## src/rtl/sgm_pkg.sv

```systemverilog
// sgm_pkg: shared state encoding and helpers for the SGM pixel pipeline
package sgm_pkg;

    typedef logic [1:0] state_t;

    localparam state_t ST_FILL  = 2'd0;
    localparam state_t ST_RUN   = 2'd1;
    localparam state_t ST_DRAIN = 2'd2;

    function automatic int clog2(input int v);
        int r;
        r = 0;
        while ((1 << r) < v) r++;
        return r;
    endfunction

endpackage

```

## src/rtl/delay_line_seq.sv

```systemverilog
// delay_line_seq: turns a valid/ready pixel stream into a delay-line clock enable,
// hiding the priming samples at line start and draining each line with pads
module delay_line_seq
    import sgm_pkg::*;
#(
    parameter int          N     = 8,
    parameter int          DELAY = 5,
    parameter logic [N-1:0] PAD  = '0
) (
    input  logic         clk,
    input  logic         rst_n,
    input  logic         s_valid,
    output logic         s_ready,
    input  logic [N-1:0] s_data,
    input  logic         s_last,
    output logic         dl_ce,
    output logic [N-1:0] dl_idata,
    input  logic [N-1:0] dl_odata,
    output logic         m_valid,
    input  logic         m_ready,
    output logic [N-1:0] m_data,
    output logic         m_last
);

    localparam int            CW      = clog2(DELAY + 1);
    localparam logic [CW-1:0] CNT_MAX = CW'(DELAY - 1);
    localparam logic [CW-1:0] PAD_MAX = CW'((DELAY > 1) ? DELAY - 2 : 0);

    state_t        state_q, state_d;
    logic [CW-1:0] cnt_q, dcnt_q;
    logic          valid_q, last_q;
    logic          free, fire, emit, drain_end, line_end;

    assign free      = !valid_q || m_ready;
    assign fire      = rst_n && free && (state_q == ST_DRAIN || s_valid);
    assign emit      = fire && cnt_q == CNT_MAX;
    assign drain_end = state_q == ST_DRAIN && dcnt_q == PAD_MAX;
    assign line_end  = (DELAY > 1) ? drain_end : s_last;

    // State register
    always_ff @(posedge clk or negedge rst_n)
        if (!rst_n) state_q <= ST_FILL;
        else        state_q <= state_d;

    // Next state: every transition is tied to a delay-line clock enable
    always_comb begin
        state_d = state_q;
        if (fire)
            state_d = (DELAY == 1)          ? ST_RUN :
                      (state_q == ST_DRAIN) ? (drain_end ? ST_FILL : ST_DRAIN) :
                      s_last                ? ST_DRAIN :
                      (cnt_q >= PAD_MAX)    ? ST_RUN : state_q;
    end

    // Line counters: saturating ce count since line start, pad count while draining
    always_ff @(posedge clk or negedge rst_n)
        if (!rst_n) begin
            cnt_q  <= '0;
            dcnt_q <= '0;
        end else if (fire) begin
            cnt_q  <= drain_end ? '0 : (cnt_q == CNT_MAX) ? cnt_q : cnt_q + 1'b1;
            dcnt_q <= (state_q == ST_DRAIN && !drain_end) ? dcnt_q + 1'b1 : '0;
        end

    // Output qualifiers: loaded on each ce edge, dropped once downstream takes them
    always_ff @(posedge clk or negedge rst_n)
        if (!rst_n) begin
            valid_q <= 1'b0;
            last_q  <= 1'b0;
        end else if (fire) begin
            valid_q <= emit;
            last_q  <= emit && line_end;
        end else if (m_ready) begin
            valid_q <= 1'b0;
            last_q  <= 1'b0;
        end

    // Stream and delay-line side outputs; handshakes are held off during reset
    always_comb begin
        s_ready  = rst_n && free && state_q != ST_DRAIN;
        dl_ce    = fire;
        dl_idata = (state_q == ST_DRAIN) ? PAD : s_data;
        m_valid  = valid_q;
        m_last   = last_q;
        m_data   = dl_odata;
    end

endmodule

```

## config.mk

```make
export PLATFORM = sky130hd
export DESIGN_NAME = delay_line_seq
export DESIGN_NICKNAME = d
export VERILOG_FILES = /design/src/rtl/sgm_pkg.sv /design/src/rtl/delay_line_seq.sv
export SDC_FILE = /design/constraint.sdc
export NUM_CORES = 1
export LEC_CHECK = 0
export ABC_AREA = 1
export ABC_CLOCK_PERIOD_IN_PS = 1400
export CAP_MARGIN = 20
export CORE_MARGIN = 2
export CORE_UTILIZATION = 35
export CTS_CLUSTER_DIAMETER = 120
export DETAILED_ROUTE_END_ITERATION = 7
export PLACE_DENSITY = 0.71
export SETUP_SLACK_MARGIN = 0.02
export SLEW_MARGIN = 15
export SYNTH_ARGS = -nofsm -noshare
export SYNTH_HDL_FRONTEND = slang
export SYNTH_SLANG_ARGS = --single-unit
```

## constraint.sdc

```tcl
create_clock -name clk -period 1.4 [get_ports clk]
set_input_delay 0.35 -clock clk [delete_from_list [all_inputs] [get_ports clk]]
set_output_delay 0.35 -clock clk [all_outputs]
set_load 0.005 [all_outputs]
```

### Word level (Yosys, flattened, before mapping)

Index checks and enable logic that the tools add are counted.

* reduce and logical (&&, ||, !) cells: 15
* equality and inequality tests: 5
* order comparisons: 1
* mux-type cells: 11
* $add $sub $neg: 2

Operators with widths (count)
* $mux W3: 3
* $mux W2: 4
* $mux W8: 1
* $logic_and A1 B1 Y1: 7
* $add A3 B1 Y3 const B: 2
* $ne A2 B2 Y1 const B: 2
* $reduce_and A2 Y1: 2
* $eq A3 B2 Y1 const B: 1
* $eq A3 B3 Y1 const B: 1
* $ge A3 B2 Y1 const B: 1
* $mux W1: 3
* $reduce_bool A3 Y1: 1
* $eq A2 B2 Y1 const B: 1
* $logic_not A1 Y1: 2
* $logic_or A1 B1 Y1: 2
* $reduce_bool A2 Y1: 1

* output and inout bits: 20
* input port bits: 21
* logic and storage cells: 39
* register bits: 10

### Longest topological paths before layout

* depth in word-level cells: 7
* mapped depth: 9
* gate-level depth less buffers: 9

### Worst setup path after synthesis

No wires, ideal clock.

* kind: register -> register
* start point: register dcnt_q[0]
* end point: register cnt_q[0]
* path buffers: 0
* cell stages (with the launch flop): 7
* library setup time: 118 ps
* setup slack: 200 ps
* data required time: 1282 ps
* arrival: 1082 ps
* period minus slack after synthesis: 1200 ps
* path through: dfrtp_1 -> ha_1 -> ha_1 -> nand3_2 -> nand2_2 -> nand3b_1 -> nand2_1

* longest elaborated chain between the ends: 4
* elaborated cells between the ends (all ways): 5
* those cells by class: eq/ne: 2; mux: 1; reduce/logical: 2

Ends and longest elaborated chain
* start: declaration: line delay_line_seq.sv:30 `logic [CW-1:0] cnt_q, dcnt_q;`
* start signal: assignment: line delay_line_seq.sv:62 `dcnt_q <= (state_q == ST_DRAIN && !drain_end) ? dcnt_q + 1'b1 : '0;`
* $eq A3 B2 Y1 *: line delay_line_seq.sv:37 `assign drain_end = state_q == ST_DRAIN && dcnt_q == PAD_MAX;`
* $logic_and A1 B1 Y1 *: line delay_line_seq.sv:37
* $ne A2 B2 Y1 (no line)
* $reduce_and A2 Y1 (no line)
* end signal: assignment: line delay_line_seq.sv:61 `cnt_q <= drain_end ? '0 : (cnt_q == CNT_MAX) ? cnt_q : cnt_q + 1'b1;`
* end: declaration: line delay_line_seq.sv:30

Every way passes the cells marked *; elsewhere a longest branch is shown, timed or not.
A chain may end at the register's enable or synchronous reset.

### Worst setup path after layout

* start point: register state_q[0]
* end point: output port dl_ce

* longest elaborated chain between the ends: 3

Ends and longest elaborated chain
* start: declaration: line delay_line_seq.sv:29 `state_t state_q, state_d;`
* start signal: assignment: line delay_line_seq.sv:43 `else state_q <= state_d;`
* $eq A2 B2 Y1: line delay_line_seq.sv:35 `assign fire = rst_n && free && (state_q == ST_DRAIN || s_valid);`
* $logic_or A1 B1 Y1: line delay_line_seq.sv:35
* $logic_and A1 B1 Y1: line delay_line_seq.sv:35
* end: declaration: line delay_line_seq.sv:16 `output logic dl_ce,`

No other way between the ends.

==> impl_summary.txt <==
----------------------------------------------------
[Pwr]
  Register share of total power ... 25.4%
  P per Cell Area ... 1810 nW/µm²
  Maximum vdd drop ... 1040 µV
  Clock Power Share ... 10.0%
  Total design power ... 2.04 mW
  Leakage power summed over all cells ... 0.625 nW
  Switching power of the nets ... 894 µW
  Int Pwr ... 1.15 mW
  Logic pwr share ... ~65%
  Switching part of the total power ... 43.8%

[Yosys]
  Cell variety after synth ... 18
  Commonest cells post-synth ... nand2_1, inv_1, dfrtp_1, nor2_1, buf_4
  Share of the yosys chip area belonging to registers ... 33.5%
  Synthesized instance count ... 100
  Most used standard cell by instance count after synthesis ... nand2_1
  Area share of the largest cell type after synthesis ... approximately a third
  Synthesized flop and latch total ... 10
  Nets in the synthesized netlist ... between 100 and 150
  Count of synthesis-stage warnings from yosys ... 0
  EDFF count, synth ... 0
  Fraction of synthesis flops using an asynchronous set or reset pin ... 100%
  Post-synthesis instance area ... 747 µm²
  Syn_area_per_cell ... 7.47 µm²
  Most instantiated flip-flop cell in the synthesis netlist ... dfrtp_1
  Cell types occupying the most area after synthesis ... dfrtp_1, nand2_1, ha_1
  Largest area contributor in the netlist ... dfrtp_1

[Status]
  Failing checks ... negative setup slack
  Run status ... finished, violations left

[Placement]
  Detailed placement HPWL ... 1.26 mm
  Final weighted congestion of routability-driven global placement ... roughly 0.77
  Setup WS pre-CTS ... -0.619 ns
  Number of cells in the design after placement ... ~150
  Number of I/O port buffers ... 24

[Route]
  WL per Instance ... around 12 µm
  Number of DRC violations after detailed routing ... 0
  Routed wire length ... 1.92 mm
  Detailed router's first-iteration violation count ... 8
  Number of vias after detailed routing ... 722
  Per-cell via count in the routed design ... 4.46
  Residual antenna-violating net count after detailed routing ... 0
  Count of TritonRoute iterations in the first routing pass ... 4

[Worst setup path]
  Startpoint of the most critical register-to-register path ... dcnt_q[0]
  Largest fanout on the critical path ... 5
  Number of cells on the worst reg-to-reg path ... 5
  Sort of element at the end of the critical path ... output port
  Critical path arrival ... ~1.2 ns
  Critical path class ... register to output port
  Worst EP required ... 1.05 ns
  FF-to-FF End ... dcnt_q[0]
  Register-to-register setup slack ... 0.05 ns
  Nature of the critical path startpoint ... register

[Timing]
  Final Critical Period ... 1.50 ns
  Max_slew headroom ... 87.3%
  Highest achievable clock rate ... 668 MHz
  Worst slew pin tran ... 0.189 ns
  Final Hold Slack ... 0.204 ns
  Pins over their slew limit ... 0
  Setup TNS after final layout ... -0.323 ns
  Final setup violating endpoints ... 10
  Setup ws final ... -0.0974 ns
  Clock tree skew after final layout ... 0.00320 ns
  Setup repair after global routing missed its margin ... true
  Final worst path period share ... 107%
  Number of failing hold endpoints at the final stage ... 0

[Floorplanning]
  I/O pin cnt ... 41
  Initial core utilization ... between 30% and 40%
  Core outline area ... 1980 µm²
  Chip Width ... 50.2 µm
  Height of the chip ... 50.2 µm
  Die area ... 2520 µm²
  Rows ... 16

[Global route]
  Number of global-route vias before repair ... around 670
  Initial antenna violation count ... 0
  First-pass GRT wire length ... 2.88 mm
  Total global-route track usage ... 15.2%
  GRT Residual Overflow ... 0
  Largest net degree at the start of global routing ... 11

[Clocking]
  Clk slew on worst S/H paths ... 0.07 ns
  Hold buffer count at cts ... 0
  CTS tree ... done
  Maximum buffer depth of the clock tree ... 2
  Number of buffers inserted during clock tree synthesis ... 3
  Clock tree root buffer cell ... clkbuf_4
  Number of H-tree levels ... 1
  Sinks on the clock net ... 10
  Skew-Pair Late Insertion Delay ... 0.27 ns

[Layout]
  Total area of multi-input combinational cells ... between 400 and 500 µm²
  Sequential cell area ... 251 µm²
  Area added between synthesis and finish ... 50.9%
  Fill cells ... 183
  Number of diodes ... 0
  Layout cells sized above 1 ... about two fifths
  Nets ... ~160
  Count of non-filler cells in the finished layout ... 162

[Hold path]
  Hold Path Class ... primary input to async pin

[Flow run]
  Max-cap viol count ... 0

----------------------------------------------------
==> logic make-up (layout without fill, tap and decap cells) <==
logic type	count (synthesis)	count (layout)	synth area share [%]
flip-flops	10	10	33.5
buffers and inverters	28	62	18.1
AO/OA/AOI/OAI	6	6	5.86
adder cells (fa/ha/maj)	5	5	8.38
AND/OR/NAND/NOR	51	52	34.2
==> stage by stage <==
| step | utilization, % | cell area, µm² |
|---|---|---|
| 2_1_floorplan | - | 747 |
| 3_3_place_gp | 51.5 | 1020 |
| 3_5_place_dp | 51.5 | 1020 |
| 4_1_cts | 53.2 | 1050 |
| 5_1_grt | 56.9 | 1130 |
| 6_report | 56.9 | 1130 |
==> layout make-up <==
cell class	instances	area share [%]
multi-input combinational	63	39.2
timing repair buffer	39	26.9
sequential	10	22.3
inverter	20	6.66
tap	27	3.00
clock buffer	3	2.00
==> power groups by stage <==
stage | combinational (mW) | sequential [mW] | clock (mW)
2_1_floorplan | 0.604 | 0.502 | 0
3_3_place_gp | 1.06 | 0.501 | 0
3_5_place_dp | 1.07 | 0.510 | 0
4_1_cts | 1.14 | 0.514 | 0.205
5_1_grt | 1.48 | 0.532 | 0.217
6_report | 1.32 | 0.518 | 0.205
==> layer usage <==
metal | up-vias | global-route usage [%] | wire length [µm]
li1 | 368 | - | -
met1 | 323 | 18.0 | 757
met2 | 26 | 23.9 | 922
met3 | 5 | 3.27 | 188
met4 | 0 | 11.6 | 52
met5 | - | 0 | 0
==> critical path, cell delays in order (launching register included) <==
cell and delay, ns:
dfrtp_2 0.46, inv_2 0.08, a21oi_4 0.17, nor2_4 0.05
buf_2 0.12
==> registers in the layout, indices dropped and copies added, names as in the netlist <==
signal   flops
cnt_q        3
dcnt_q       3
m_last       1
m_valid      1
state_q      2
==> cell usage in the layout (no fill, tap or decap), drive strengths merged <==
cell | synthesis | layout
nand2 | 28 | 28
buf | 8 | 24
inv | 20 | 20
nor2 | 12 | 13
dfrtp | 10 | 10
clkdlybuf4s50 | 0 | 8
nand3 | 6 | 6
dlygate4sd2 | 0 | 5
ha | 5 | 5
nand3b | 4 | 4
clkbuf | 0 | 4
o21ai | 3 | 3
a21oi | 2 | 2
nor3 | 1 | 1
o21bai | 1 | 1
dlymetal6s2s | 0 | 1
==> how the worst max path moves through the flow <==
| stage | slack [ns] | startpoint | to |
|---|---|---|---|
| after floorplan | 0.20 | dcnt_q[0] | cnt_q[0] |
| after global placement | -0.61 | m_ready | dl_ce |
| after detailed placement | -0.62 | m_ready | dl_ce |
| after CTS | -0.11 | state_q[0] | s_ready |
| after global routing | -0.15 | state_q[1] | s_ready |
| final | -0.1 | state_q[0] | dl_ce |
==> repair_timing <==
action / in CTS / in global routing
setup buffers: 4 / 4
gates cloned: 1 / 0
pin swaps: 8 / 10
resized for setup: 49 / 14
endpoints found under the setup margin: 12 / 17
(Power assumes the default switching activity.)
